[config.mk]
export PLATFORM = sky130hd
export DESIGN_NAME = noc_input_unit
export DESIGN_NICKNAME = d
export VERILOG_FILES = /design/src/rtl/noc_input_unit_pkg.sv /design/src/rtl/noc_input_unit_fifo.sv /design/src/rtl/noc_input_unit.sv
export SDC_FILE = /design/constraint.sdc
export NUM_CORES = 1
export LEC_CHECK = 0
export CAP_MARGIN = 30
export CELL_PAD_IN_SITES_DETAIL_PLACEMENT = 0
export CELL_PAD_IN_SITES_GLOBAL_PLACEMENT = 1
export CORE_MARGIN = 2
export CORE_UTILIZATION = 25
export DETAILED_ROUTE_END_ITERATION = 8
export PLACE_DENSITY = 0.56
export SLEW_MARGIN = 15
export SYNTH_ARGS = -nofsm -noshare
export SYNTH_HDL_FRONTEND = slang
export SYNTH_SLANG_ARGS = --single-unit
export TNS_END_PERCENT = 1
[constraint.sdc]
create_clock -name clk -period 3.92 [get_ports clk]
set_input_delay 0.98 -clock clk [delete_from_list [all_inputs] [get_ports clk]]
set_output_delay 0.98 -clock clk [all_outputs]
set_load 0.03 [all_outputs]
[src/rtl/noc_input_unit_pkg.sv]
// Shared NoC types, flit layout helpers and the XY dimension-order route function
// used by the router input stage.
package noc_input_unit_pkg;

    localparam int unsigned CoordWidth       = 4;
    localparam int unsigned MessageTypeWidth = 4;
    localparam int unsigned PortQueueDepth   = 4;
    localparam int unsigned DirWidth         = 5;

    typedef struct packed {
        logic [CoordWidth-1:0] x;
        logic [CoordWidth-1:0] y;
    } xy_t;

    localparam int unsigned XyWidth = $bits(xy_t);

    typedef struct packed {
        logic head;
        logic tail;
    } preamble_t;

    typedef logic [MessageTypeWidth-1:0] message_t;
    typedef logic [DirWidth-1:0]         direction_t;

    localparam direction_t goLocal = 5'b00001;
    localparam direction_t goNorth = 5'b00010;
    localparam direction_t goEast  = 5'b00100;
    localparam direction_t goSouth = 5'b01000;
    localparam direction_t goWest  = 5'b10000;

    typedef enum logic [2:0] {
        kLocalPort,
        kNorthPort,
        kEastPort,
        kSouthPort,
        kWestPort
    } noc_port_t;

    typedef enum logic {
        kFlowControlAckNack,
        kFlowControlCreditBased
    } noc_flow_control_t;

    typedef enum logic {
        kIdle,
        kBody
    } input_state_t;

    // Flit layout: preamble at the top, then source, destination and message type.
    function automatic int unsigned head_bit(int unsigned flit_width);
        return flit_width - 1;
    endfunction

    function automatic int unsigned tail_bit(int unsigned flit_width);
        return flit_width - 2;
    endfunction

    function automatic int unsigned src_lsb(int unsigned flit_width);
        return flit_width - 2 - XyWidth;
    endfunction

    function automatic int unsigned dst_lsb(int unsigned flit_width);
        return flit_width - 2 - 2 * XyWidth;
    endfunction

    function automatic int unsigned msg_lsb(int unsigned flit_width);
        return flit_width - 2 - 2 * XyWidth - MessageTypeWidth;
    endfunction

    function automatic direction_t get_onehot_port(noc_port_t port);
        case (port)
            kNorthPort: return goNorth;
            kEastPort:  return goEast;
            kSouthPort: return goSouth;
            kWestPort:  return goWest;
            default:    return goLocal;
        endcase
    endfunction

    // X first, then Y; north is decreasing y.
    function automatic direction_t xy_route(xy_t pos, xy_t dst);
        if (dst.x > pos.x)      return goEast;
        else if (dst.x < pos.x) return goWest;
        else if (dst.y < pos.y) return goNorth;
        else if (dst.y > pos.y) return goSouth;
        else                    return goLocal;
    endfunction

endpackage

[src/rtl/noc_input_unit_fifo.sv]
// First-word fall-through FIFO; push is accepted at full when a pop happens in the same cycle.
module noc_input_unit_fifo #(
    parameter int unsigned Depth = 4,
    parameter int unsigned Width = 64,
    localparam int unsigned CntW = $clog2(Depth + 1)
) (
    input  logic             clk,
    input  logic             rst,
    input  logic             i_push,
    input  logic             i_pop,
    input  logic [Width-1:0] i_data,
    output logic [Width-1:0] o_data,
    output logic             o_full,
    output logic             o_empty,
    output logic [CntW-1:0]  o_count
);

    localparam int unsigned PtrW = $clog2(Depth);

    logic [Width-1:0] r_mem [Depth];
    logic [PtrW-1:0]  r_wptr;
    logic [PtrW-1:0]  r_rptr;
    logic [CntW-1:0]  r_count;
    logic             w_push;
    logic             w_pop;

    assign o_empty = (r_count == '0);
    assign o_full  = (r_count == CntW'(Depth));
    assign o_count = r_count;
    assign o_data  = r_mem[r_rptr];

    assign w_pop  = i_pop && !o_empty;
    assign w_push = i_push && (!o_full || w_pop);

    always_ff @(posedge clk) begin
        if (w_push) begin
            r_mem[r_wptr] <= i_data;
        end
    end

    always_ff @(posedge clk) begin
        if (rst) begin
            r_wptr  <= '0;
            r_rptr  <= '0;
            r_count <= '0;
        end else begin
            if (w_push) begin
                r_wptr <= (r_wptr == PtrW'(Depth - 1)) ? '0 : r_wptr + PtrW'(1);
            end
            if (w_pop) begin
                r_rptr <= (r_rptr == PtrW'(Depth - 1)) ? '0 : r_rptr + PtrW'(1);
            end
            r_count <= r_count + CntW'(w_push) - CntW'(w_pop);
        end
    end

endmodule

[src/rtl/noc_input_unit.sv]
// Router input port: flit FIFO, packet state machine, XY route lookup and
// upstream flow control (ack/nack stop or credit return).
module noc_input_unit
    import noc_input_unit_pkg::*;
#(
    parameter int unsigned       FlitWidth   = 64,
    parameter noc_port_t         PortId      = kLocalPort,
    parameter noc_flow_control_t FlowControl = kFlowControlCreditBased,
    parameter int unsigned       Depth       = PortQueueDepth
) (
    input  logic                 clk,
    input  logic                 rst,
    input  xy_t                  position,
    input  logic [FlitWidth-1:0] data_in,
    input  logic                 data_void_in,
    output logic                 stop_out,
    output logic                 credit_out,
    output logic [FlitWidth-1:0] data_out,
    output logic                 valid_out,
    output direction_t           route_out,
    input  logic                 pop_in,
    output logic                 overflow_out,
    output logic                 error_out
);

    localparam int unsigned CntW    = $clog2(Depth + 1);
    localparam int unsigned HeadBit = head_bit(FlitWidth);
    localparam int unsigned TailBit = tail_bit(FlitWidth);
    localparam int unsigned DstLsb  = dst_lsb(FlitWidth);

    input_state_t    r_state;
    input_state_t    w_state_next;
    direction_t      r_route;
    direction_t      w_route_next;
    direction_t      w_calc_route;
    logic            r_stop;
    logic            r_credit;
    logic            w_push;
    logic            w_pop;
    logic            w_full;
    logic            w_empty;
    logic            w_head;
    logic            w_tail;
    logic            w_uturn;
    xy_t             w_dst;
    logic [CntW-1:0] w_count;
    logic [CntW-1:0] w_count_next;

    noc_input_unit_fifo #(
        .Depth (Depth),
        .Width (FlitWidth)
    ) u_fifo (
        .clk     (clk),
        .rst     (rst),
        .i_push  (w_push),
        .i_pop   (w_pop),
        .i_data  (data_in),
        .o_data  (data_out),
        .o_full  (w_full),
        .o_empty (w_empty),
        .o_count (w_count)
    );

    assign valid_out    = !w_empty;
    assign w_pop        = pop_in && valid_out;
    assign w_push       = !data_void_in && (!w_full || w_pop);
    assign overflow_out = !data_void_in && w_full && !w_pop;
    assign w_count_next = w_count + CntW'(w_push) - CntW'(w_pop);

    assign w_head       = data_out[HeadBit];
    assign w_tail       = data_out[TailBit];
    assign w_dst        = data_out[DstLsb +: XyWidth];
    assign w_calc_route = xy_route(position, w_dst);
    assign w_uturn      = (w_calc_route == get_onehot_port(PortId)) && (PortId != kLocalPort);

    // One slot stays free for the flit already in flight while stop propagates.
    always_ff @(posedge clk) begin
        if (rst) begin
            r_stop   <= 1'b0;
            r_credit <= 1'b0;
        end else begin
            r_stop   <= (FlowControl == kFlowControlAckNack) && (w_count_next >= CntW'(Depth - 1));
            r_credit <= (FlowControl == kFlowControlCreditBased) && w_pop;
        end
    end

    assign stop_out   = r_stop;
    assign credit_out = r_credit;

    always_ff @(posedge clk) begin
        if (rst) begin
            r_state <= kIdle;
            r_route <= goLocal;
        end else begin
            r_state <= w_state_next;
            r_route <= w_route_next;
        end
    end

    // A head flit always restarts the packet; a headless flit in IDLE is forwarded locally.
    always_comb begin
        w_state_next = r_state;
        w_route_next = r_route;
        route_out    = '0;
        error_out    = 1'b0;
        if (valid_out) begin
            if (w_head) begin
                route_out = w_calc_route;
                error_out = w_pop && ((r_state == kBody) || w_uturn);
                if (w_pop) begin
                    w_route_next = w_calc_route;
                    w_state_next = w_tail ? kIdle : kBody;
                end
            end else if (r_state == kBody) begin
                route_out = r_route;
                if (w_pop && w_tail) begin
                    w_state_next = kIdle;
                end
            end else begin
                route_out = goLocal;
                error_out = w_pop;
            end
        end
    end

endmodule

* Word-level counts from Yosys, hierarchy flattened *
Memory sizes are Yosys's and may differ from the RTL's. A register that Yosys moved wholly into a read port is not among the register bits.
Index checks and enable logic that the tools add are counted.

storage, ports and cells
  bits in registers = 14
  latch bits = 0
  memory bits (writable) = 256
  memory bits (read-only) = 0
  input bits = 76
  memories kept = 1

memories
  memory        words  bits a word  read ports  clocked after memory_dff  wr ports  RTL line                   source
  u_fifo.r_mem  4      64           1           1                         1         noc_input_unit_fifo.sv:20  logic [Width-1:0] r_mem [Depth];

cells by class
  add/sub/neg operators = 4
  $mul = 0
  divide/modulo/power cells = 0
  order comparisons = 4
  equality and inequality tests = 4
  shifts and indexed selects = 0
  mux-type cells = 21
  bitwise operators = 1
  reduce and logical (&&, ||, !) cells = 17

operator list
  cell                                                                     number
  5-bit 2-to-1 mux                                                         5
  1-bit 2-to-1 mux                                                         10
  4-bit > comparator                                                       2
  1-bit logical AND                                                        8
  4-bit less-than comparator                                               2
  2-bit 2-to-1 mux                                                         4
  4-bit 2-to-1 mux                                                         2
  2-bit by 1-bit adder with 2-bit output, second input constant            2
  2-bit equality test, second input constant                               2
  1-bit zero test                                                          4
  3-bit by 1-bit adder with 3-bit output                                   1
  3-bit equality test, second input constant                               1
  3-bit zero test                                                          1
  3-bit AND reduction                                                      1
  3-bit by 1-bit subtractor with 3-bit output                              1
  1-bit logical OR                                                         2
  2-bit by 1-bit inequality test with 1-bit output, second input constant  1
  2-bit AND reduction                                                      1
  1-bit NOT                                                                1

* Logic depth before layout (Yosys ltp) *
Gate-level depths: netlist of the first run.

  depth in word-level cells = 8
  mapped depth = 12
  depth with buffers taken out = 12

* Hierarchy *
Synthesis of the first run repeated with hierarchy kept, for this count alone.

unflattened totals
  cells, all modules = 467
  area total of the unflattened synthesis = 10,317.4 µm²

modules (own cells, without submodules)
  module               instances  cells an instance  area each (µm²)
  noc_input_unit_fifo  1          383                9,686.8
  noc_input_unit       1          84                 630.6

* Least setup slack after synthesis of the first run *
OpenSTA, ideal clock, no wires.

  path kind = register -> output
  start = register with a tool-made name
  end = output route_out[3]
  arrival = 3.073 ns
  data required time = 2.940 ns
  path slack = -0.133 ns
  stages on the path, launching flop included = 8
  buffers on the path = 2
  cell sequence = dfxtp_1 buf_6 buf_2 mux4_2 ha_1 and4_1 or3_1 o31ai_1

RTL lines
  item           RTL line              source
  end, declared  noc_input_unit.sv:20  output direction_t route_out,

==> impl_metrics.yaml, run 1 <==
global_routing:
  track_usage_pct: 10.3
  grt_pass1_vias: 5675
  grt_pass1_wl_um: 34100
  antenna_found_initial: 0
  grt_max_degree: 36
  busiest_layer: "met2"
  grtUsageMet2_pct: 17.6
  gr-usage-met1_pct: 13.2
  grt_util_met3_pct: 2.40
  overflow: 0
outcome:
  status: "completed"
job:
  drv_cap: 0
synthesis:
  synth_edf_count: 256
  yosysSeqAreaShare_pct: 77.7
  async_reset_ff_share_pct: 0
  syn_area_per_cell_um2: 22.3
  synth-xor-area-share_pct: 0.255
  synth_ff_type: "edfxtp_1"
  post-synth-top-count-cell: "edfxtp_1"
  synth_area_leaders: "edfxtp_1 75%, mux4_2 14%, dfxtp_1 3.1%, ha_1 1.8%, inv_1 0.58%"
  synth_cells: 463
  syn_area_mm2: 0.0103
  synth_top_area_share_pct: 74.6
  yosysUniqueCellTypes: 41
  synth_fa_ha_area_share_pct: 2.02
  synth-simple-area-share_pct: 2.38
  ys_ff_latch: 272
  synth_top_family_by_area: "multiplexers"
  synthMuxAreaShare_pct: 14.1
  synth_fp_nets: 555
  ys_warn_count: 0
  yosys-top-cells-count: "256 x edfxtp_1, 64 x mux4_2, 16 x dfxtp_1, 16 x inv_1, 15 x ha_1"
  synth-compound-area-share_pct: 1.87
  synth_top_area_cell: "edfxtp_1"
clock_network:
  cts_root_buf: "clkbuf_16"
  htree_levels: 1
  clkTransAtPathRegs_ns: 0.06
  cts_sinks: 272
  cts_tree: "built"
  cts_made_buffers: 31
  clk_path_buf_depth: 3
  clk_latency_ns: 0.55
routing:
  routed_via_density: 4.21
  ant_nets: 0
  drc_errors: 0
  routedWlPerCell_um: 18.8
  vias: 5099
  drt-pass1-iter-count: 4
  drt-initial-drc-count: 245
  finalWirelength_um: 22700
final_layout:
  fillers: 3877
  fin_cells: 1210
  syn_to_final_growth_pct: 32.9
  final_area_mm2: 0.0137
  antenna_cells: 0
  drive_above_1_share_pct: 23.2
  fin_nets: 746
timing:
  setup_viol: 0
  fin_crit_sh_pct: 98.6
  slew_viol_final: 0
  finalWorstPathRequiredPeriod_ns: 3.87
  rsz0062_at_grt: "yes"
  worstMarginPinSlew_ns: 0.680
  maxSlewHeadroom_pct: 54.5
  finClkSkew_ns: 0.0149
  max_freq_ghz: 0.259
  hold_viol_final: 0
floorplan:
  die_area_mm2: 0.0429
  core_mm2: 0.0407
  num_rows: 74
  start_util_pct: 25.3
  die_h_um: 207
  num_io_pins: 150
  die_width_um: 207
placed_design:
  io_buffers: 148
  gp_congestion: 0.821
  post_dp_cell_area_mm2: 0.0126
  dpl.cell_count: 1144
  hpwlAfterDp_um: 14300
critical_path:
  end_kind: "output pin"
  reg2reg_slack_ns: 1.25
  worstPathMaxFanout: 4
  arrival_ns: 2.89
  cp-start-kind: "flop"
  cp.required_ns: 2.94
  crit_type: "reg -> out"
min_path:
  hold_class: "reg -> reg"
power:
  power_density_mw_per_mm2: 617
  p_total_mw: 8.46
  leakage_nw: 4.43
  peakVddDrop_mv: 0.306
-- cell usage in the layout (no fill, tap or decap), drive strengths merged, types with 3 or more instances in the layout --
cell and count:
inv 18, ha 15, nor2 11, and2 4, nand2 13, dfxtp 16
clkbuf 37, a41o 3, buf 32, a21oi 6, edfxtp 256, a211oi 3
clkdlybuf4s50 143, clkinv 17, nor3 4, a31oi 3, nor2b 3, mux4 64
-- kinds of logic (layout without fill, tap and decap cells) --
family                     count (synthesis)  after routing
DFF                                      272            272
muxes                                     65             65
and+or+nand+nor                           46             46
buffers and inverters                     36            251
AOI/OAI and AO/OA                         24             24
adders and majority gates                 16             16
xor gates and xnor gates                   3              3
other                                      1              1
-- routing by layer --
metal	vias up	routed length (um)	part of all wire, %
li1	2307	-	-
met1	2638	9880	43
met2	119	11200	49
met3	35	1140	5.0
met4	0	465	2.0
met5	-	0	0
-- sequential cells by signal, summed over array words and instances, names as in the netlist, named ones only --
| register | flops |
|---|---|
| r_route | 5 |
| u_fifo.o_count | 3 |
| u_fifo.r_mem | 256 |
| u_fifo.r_rptr | 2 |
| u_fifo.r_wptr | 2 |
| credit_out | 1 |
| r_state | 1 |
-- critical path, cell delays in order (launching register included) --
cell and delay (ns):
dfxtp_4 0.38, buf_12 0.12, mux4_2 0.56, ha_4 0.29, nand4_1 0.20, or3_1 0.42, o31ai_2 0.18, buf_4 0.19
-- through the flow --
step	utilization [%]	TNS [ns]	hold slack (ns)	worst slack, ns
global route	33.6	-0.147	0.484	-0.101
CTS	33.3	-0.0565	0.470	-0.0565
finish	33.6	0	0.468	0.0531
detailed placement	30.9	-0.0943	0.460	-0.0943
floorplan	-	0	0.437	0.103
global placement	30.9	-0.109	0.449	-0.109
-- layout make-up --
| class | instances | area (um^2) | area share (%) |
|---|---|---|---|
| Sequential cell | 272 | 8020 | 58.5 |
| Multi-Input combinational cell | 155 | 2210 | 16.1 |
| Timing Repair Buffer | 176 | 1800 | 13.1 |
| Clock buffer | 37 | 798 | 5.83 |
| Tap cell | 532 | 666 | 4.86 |
| Clock inverter | 20 | 145 | 1.06 |
| Inverter | 18 | 67.6 | 0.493 |
-- path summary, 6_finish.rpt --
check,from,endpoint,depth (start not counted)
setup / recovery,flop,route_out[3],7
hold / removal,r_route[4],r_route[4],2
setup reg to reg,u_fifo.o_count[1],u_fifo.o_count[2],12
hold reg to reg,r_route[4],r_route[4],2
-- where the power goes --
part	internal [mW]	switching, mW	total [mW]
Clock	1.57	1.10	2.67
Sequential	3.41	0.0782	3.49
Combinational	1.04	1.26	2.30
-- repair_timing --
| item | in CTS | in global routing |
|---|---|---|
| endpoints found under the hold margin | 0 | 0 |
| pin swaps | 2 | 6 |
| buffers inserted | 0 | 9 |
| hold buffers | 0 | 0 |
| resized for setup | 7 | 10 |
| endpoints found under the setup margin | 6 | 7 |
Power figures use the tool's default switching activity.
==> run 2, diff against run 1 <==
--- a/config.mk
+++ b/config.mk
@@ -9,9 +9,10 @@
 export CELL_PAD_IN_SITES_DETAIL_PLACEMENT = 0
 export CELL_PAD_IN_SITES_GLOBAL_PLACEMENT = 1
 export CORE_MARGIN = 2
-export CORE_UTILIZATION = 25
+export CORE_UTILIZATION = 35
 export DETAILED_ROUTE_END_ITERATION = 8
-export PLACE_DENSITY = 0.56
+export PLACE_DENSITY = 0.7
+export RECOVER_POWER = 50
 export SLEW_MARGIN = 15
 export SYNTH_ARGS = -nofsm -noshare
 export SYNTH_HDL_FRONTEND = slang
==> run 2 against run 1 <==
Compared with the run above:
- clock skew decreased by 0.0039 ns
- via count increased by 0.92%
- core utilization increased by 13 points
- combinational power decreased by 3%
- critical endpoint unchanged
- sequential share of layout area increased by 1.1 points
- clock power increased by 4%
==> impl_metrics.yaml, run 2 (same netlist as run 1, synthesis figures left out) <==
routing:
  drt-pass1-iter-count: 4
  finalWirelength_um: 20200
  routed_via_density: 4.88
  drt-initial-drc-count: 301
  vias: 5146
  ant_nets: 0
  drc_errors: 0
  routedWlPerCell_um: 19.2
power:
  leakage_nw: 4.45
  power_density_mw_per_mm2: 631
  p_total_mw: 8.49
  peakVddDrop_mv: 0.396
critical_path:
  timing.rr.end: "u_fifo.o_count[2]"
  worstPathMaxFanout: 7
  crit_type: "reg -> out"
  end_kind: "output pin"
  arrival_ns: 2.94
  cp-start-kind: "flop"
  reg2reg_slack_ns: 0.98
  worst_r2r_path_depth: 13
  crit_end: "route_out[3]"
  r2r_start: "u_fifo.o_count[1]"
  cp.required_ns: 2.94
timing:
  finClkSkew_ns: 0.0110
  rsz0062_at_grt: "yes"
  hold_viol_final: 0
  worstMarginPinSlew_ns: 0.671
  fin_ws_ns: 0.00267
  fin_crit_sh_pct: 99.9
  maxSlewHeadroom_pct: 55.1
  tns_ns: 0
  whs_ns: 0.462
  slew_viol_final: 0
  max_freq_ghz: 0.255
  setup_viol: 0
  finalWorstPathRequiredPeriod_ns: 3.92
final_layout:
  fin_cells: 1054
  largest_reg_flops: 256
  final_common_cell: "edfxtp_1"
  largest_register: "u_fifo.r_mem"
  syn_to_final_growth_pct: 30.5
  drive_above_1_share_pct: 22.6
  layout_common_cells: "256 x edfxtp_1, 77 x clkdlybuf4s50_1, 66 x dlygate4sd3_1"
  fin_nets: 741
  final_area_mm2: 0.0134
  finish.utilization_pct: 46.6
global_routing:
  track_usage_pct: 13.2
  grt_max_degree: 65
  overflow: 0
  grt_pass1_vias: 5468
  grt_pass1_wl_um: 31400
  antenna_found_initial: 3
clock_network:
  clkTransAtPathRegs_ns: 0.06
  cts_root_buf: "clkbuf_16"
  cts_made_buffers: 29
  clk_path_buf_depth: 3
  htree_levels: 1
  cts_sinks: 272
  clk_latency_ns: 0.53
  cts_hold_buf: 0
  cts_tree: "built"
placed_design:
  gp_congestion: 0.792
  hpwlAfterDp_um: 12400
  pre_cts_slack_ns: -0.0563
  io_buffers: 148
  dpl.cell_count: 993
  post_dp_cell_area_mm2: 0.0123
outcome:
  status: "completed"
floorplan:
  die_h_um: 176
  core_mm2: 0.0289
  die_width_um: 176
  num_rows: 62
  die_area_mm2: 0.0308
  start_util_pct: 35.7
  num_io_pins: 150
min_path:
  hold_start: "r_route[4]"
  hold_class: "reg -> reg"
job:
  drv_cap: 0
## run 2: worst min path at each step
stage / cells past startpoint / slack [ns] / to
after detailed placement: 2 / 0.46 / r_route[4]
after CTS: 2 / 0.47 / r_route[4]
after floorplan: 2 / 0.44 / r_route[4]
after global placement: 2 / 0.45 / r_route[4]
final: 2 / 0.46 / r_route[4]
after global routing: 2 / 0.50 / flop
## run 2: report_power, final
part	switching [mW]	internal (mW)	total (mW)
Sequential	0.0794	3.41	3.49
Clock	1.04	1.73	2.77
Combinational	1.23	0.995	2.22
## run 2: repair_timing
action	4_1_cts	5_1_grt
gates resized for setup	2	12
setup buffers	3	6
cloned	0	0
endpoints found under the setup margin	4	3
pin swaps	0	6
hold endpoints to repair	0	0
## run 2: per-layer routing
layer / vias to the layer above / routed length [um] / global-route usage [%]
li1: 2295 / - / -
met1: 2673 / 8540 / 17.0
met2: 146 / 10100 / 22.6
met3: 32 / 1190 / 3.14
met4: 0 / 391 / 3.27
met5: - / 0 / 0
## run 2: area by class of cell
| type | instances | area [um^2] |
|---|---|---|
| Antenna cell | 2 | 5.00 |
| Fill cell | 2425 | 15400 |
| Timing Repair Buffer | 173 | 1720 |
| Sequential cell | 272 | 8020 |
| Tap cell | 384 | 480 |
| Multi-Input combinational cell | 155 | 2180 |
| Clock buffer | 31 | 733 |
| Inverter | 18 | 67.6 |
| Clock inverter | 19 | 245 |
## run 2: worst max-delay path, cell delays in order (launching register included)
cell     delay (ns)
dfxtp_4        0.41
buf_6          0.12
mux4_2         0.56
ha_4           0.30
nand4_1        0.22
or3_4          0.47
o31ai_4        0.18
buf_6          0.16
==> run 3, diff against run 2 <==
--- a/config.mk
+++ b/config.mk
@@ -11,6 +11,7 @@
 export CORE_MARGIN = 2
 export CORE_UTILIZATION = 35
 export DETAILED_ROUTE_END_ITERATION = 8
+export MAX_ROUTING_LAYER = met4
 export PLACE_DENSITY = 0.7
 export RECOVER_POWER = 50
 export SLEW_MARGIN = 15
==> run 3 against run 2 <==
Compared with the run above:
- power about the same
- combinational power about the same
- sequential share of layout area about the same
==> impl_metrics.yaml, run 3 (same netlist as run 1, synthesis figures left out) <==
routing:
  drt-pass1-iter-count: 4
  routed_via_density: 4.88
  vias: 5146
  finalWirelength_um: 20200
  ant_nets: 0
  drc_errors: 0
  routedWlPerCell_um: 19.1
  drt-initial-drc-count: 303
power:
  p_seq_share_pct: 41.2
  p_sw_mw: 2.35
  clockPowerShare_pct: 32.6
  combPwrFrac_pct: 26.2
  peakVddDrop_mv: 0.396
  switching_share_pct: 27.6
  p_int_mw: 6.14
  p_total_mw: 8.49
  power_density_mw_per_mm2: 631
  leakage_nw: 4.45
timing:
  tns_ns: 0
  rsz0062_at_grt: "yes"
  slew_viol_final: 0
  fin_crit_sh_pct: 100
  finClkSkew_ns: 0.0112
  hold_viol_final: 0
  max_freq_ghz: 0.255
  setup_viol: 0
  fin_ws_ns: 0.00179
  maxSlewHeadroom_pct: 55.0
  finalWorstPathRequiredPeriod_ns: 3.92
  worstMarginPinSlew_ns: 0.673
  whs_ns: 0.462
critical_path:
  end_kind: "output pin"
  crit_type: "reg -> out"
  slowest_delay_ns: 0.56
  arrival_ns: 2.94
  crit_slowest_cell: "mux4_2"
  path_common_cell: "buf_6"
  worstPathCellList: "buf_6 > mux4_2 > ha_4 > nand4_1 > or3_4 > o31ai_4 > buf_6"
  worstPathMaxFanout: 7
  r2r_start: "u_fifo.o_count[1]"
  cp-start-kind: "flop"
  cp.required_ns: 2.94
placed_design:
  hpwlAfterDp_um: 12400
  gp_congestion: 0.803
  io_buffers: 148
  pre_cts_slack_ns: -0.0563
floorplan:
  start_util_pct: 35.7
  die_h_um: 176
  die_width_um: 176
  core_mm2: 0.0289
  die_area_mm2: 0.0308
  num_io_pins: 150
  num_rows: 62
clock_network:
  clkTransAtPathRegs_ns: 0.06
  clk_latency_ns: 0.53
  cts_made_buffers: 29
  clk_path_buf_depth: 3
  cts_sinks: 272
  htree_levels: 1
  cts_tree: "built"
  cts_root_buf: "clkbuf_16"
  cts_hold_buf: 0
global_routing:
  track_usage_pct: 13.6
  grt_pass1_wl_um: 31300
  overflow: 0
  grt_max_degree: 65
  antenna_found_initial: 4
  grt_pass1_vias: 5484
final_layout:
  largest_reg_flops: 256
  final_common_cell: "edfxtp_1"
  largest_register: "u_fifo.r_mem"
  layout_common_cells: "256 x edfxtp_1, 77 x clkdlybuf4s50_1, 66 x dlygate4sd3_1"
  fin_nets: 741
  drive_above_1_share_pct: 22.6
  syn_to_final_growth_pct: 30.5
min_path:
  hold_start: "r_route[4]"
  hold_class: "reg -> reg"
outcome:
  status: "completed"
job:
  drv_cap: 0
==> run 3: what timing repair did <==
action | in CTS | in global routing
pin swaps | 0 | 6
buffers inserted | 3 | 6
endpoints found under the setup margin | 4 | 3
hold endpoints to repair | 0 | 0
resized for setup | 2 | 12
==> run 3: cell type report <==
class,instances,area [um^2]
fill,2424,15400
sequential,272,8020
multi-input combinational,155,2180
timing repair buffer,173,1720
clock buffer,31,733
tap,384,480
clock inverter,19,245
inverter,18,67.6
antenna,3,7.51
==> run 3: worst max-delay path, delay by kind of cell, from the launching register on <==
kind	cells	cell delay [ns]
multiplexers	1	0.56
AND/OR/NAND/NOR	2	0.69
adder cells (fa/ha/maj)	1	0.30
buffers and inverters	2	0.28
flip-flops	1	0.41
AO/OA/AOI/OAI	1	0.18
==> run 3: through the flow <==
| step | utilization, % | cell area (um^2) | std cells |
|---|---|---|---|
| 5_1_grt | 46.6 | 13400 | 1055 |
| 4_1_cts | 46.3 | 13400 | 1046 |
| 3_3_place_gp | 42.8 | 12300 | 993 |
| 6_report | 46.6 | 13400 | 1055 |
| 3_5_place_dp | 42.8 | 12300 | 993 |
| 2_1_floorplan | - | 10300 | 463 |
==> run 3: worst paths after layout <==
kind / endpoint / slack [ns] / depth (start not counted)
worst max-delay path: route_out[3] / 0.002 / 7
worst min-delay path: r_route[4] / 0.46 / 2
worst max register to register: u_fifo.o_count[2] / 0.98 / 13
worst min register to register: r_route[4] / 0.46 / 2
==> run 3: per-layer routing <==
layer	wire [um]	global-route usage, %	vias to the layer above
met3	1060	2.81	33
met1	8670	17.2	2680
li1	-	-	2297
met5	0	-	-
met2	10100	22.6	136
met4	391	3.27	0
==> run 3: power groups by stage <==
stage                     Clock [mW]  Sequential (mW)  Combinational (mW)
after floorplan                    0             3.53                1.38
after global placement             0             3.55                2.17
after detailed placement           0             3.57                2.20
after CTS                       2.85             3.50                2.24
after global routing            2.98             3.51                2.37
final                           2.77             3.49                2.22
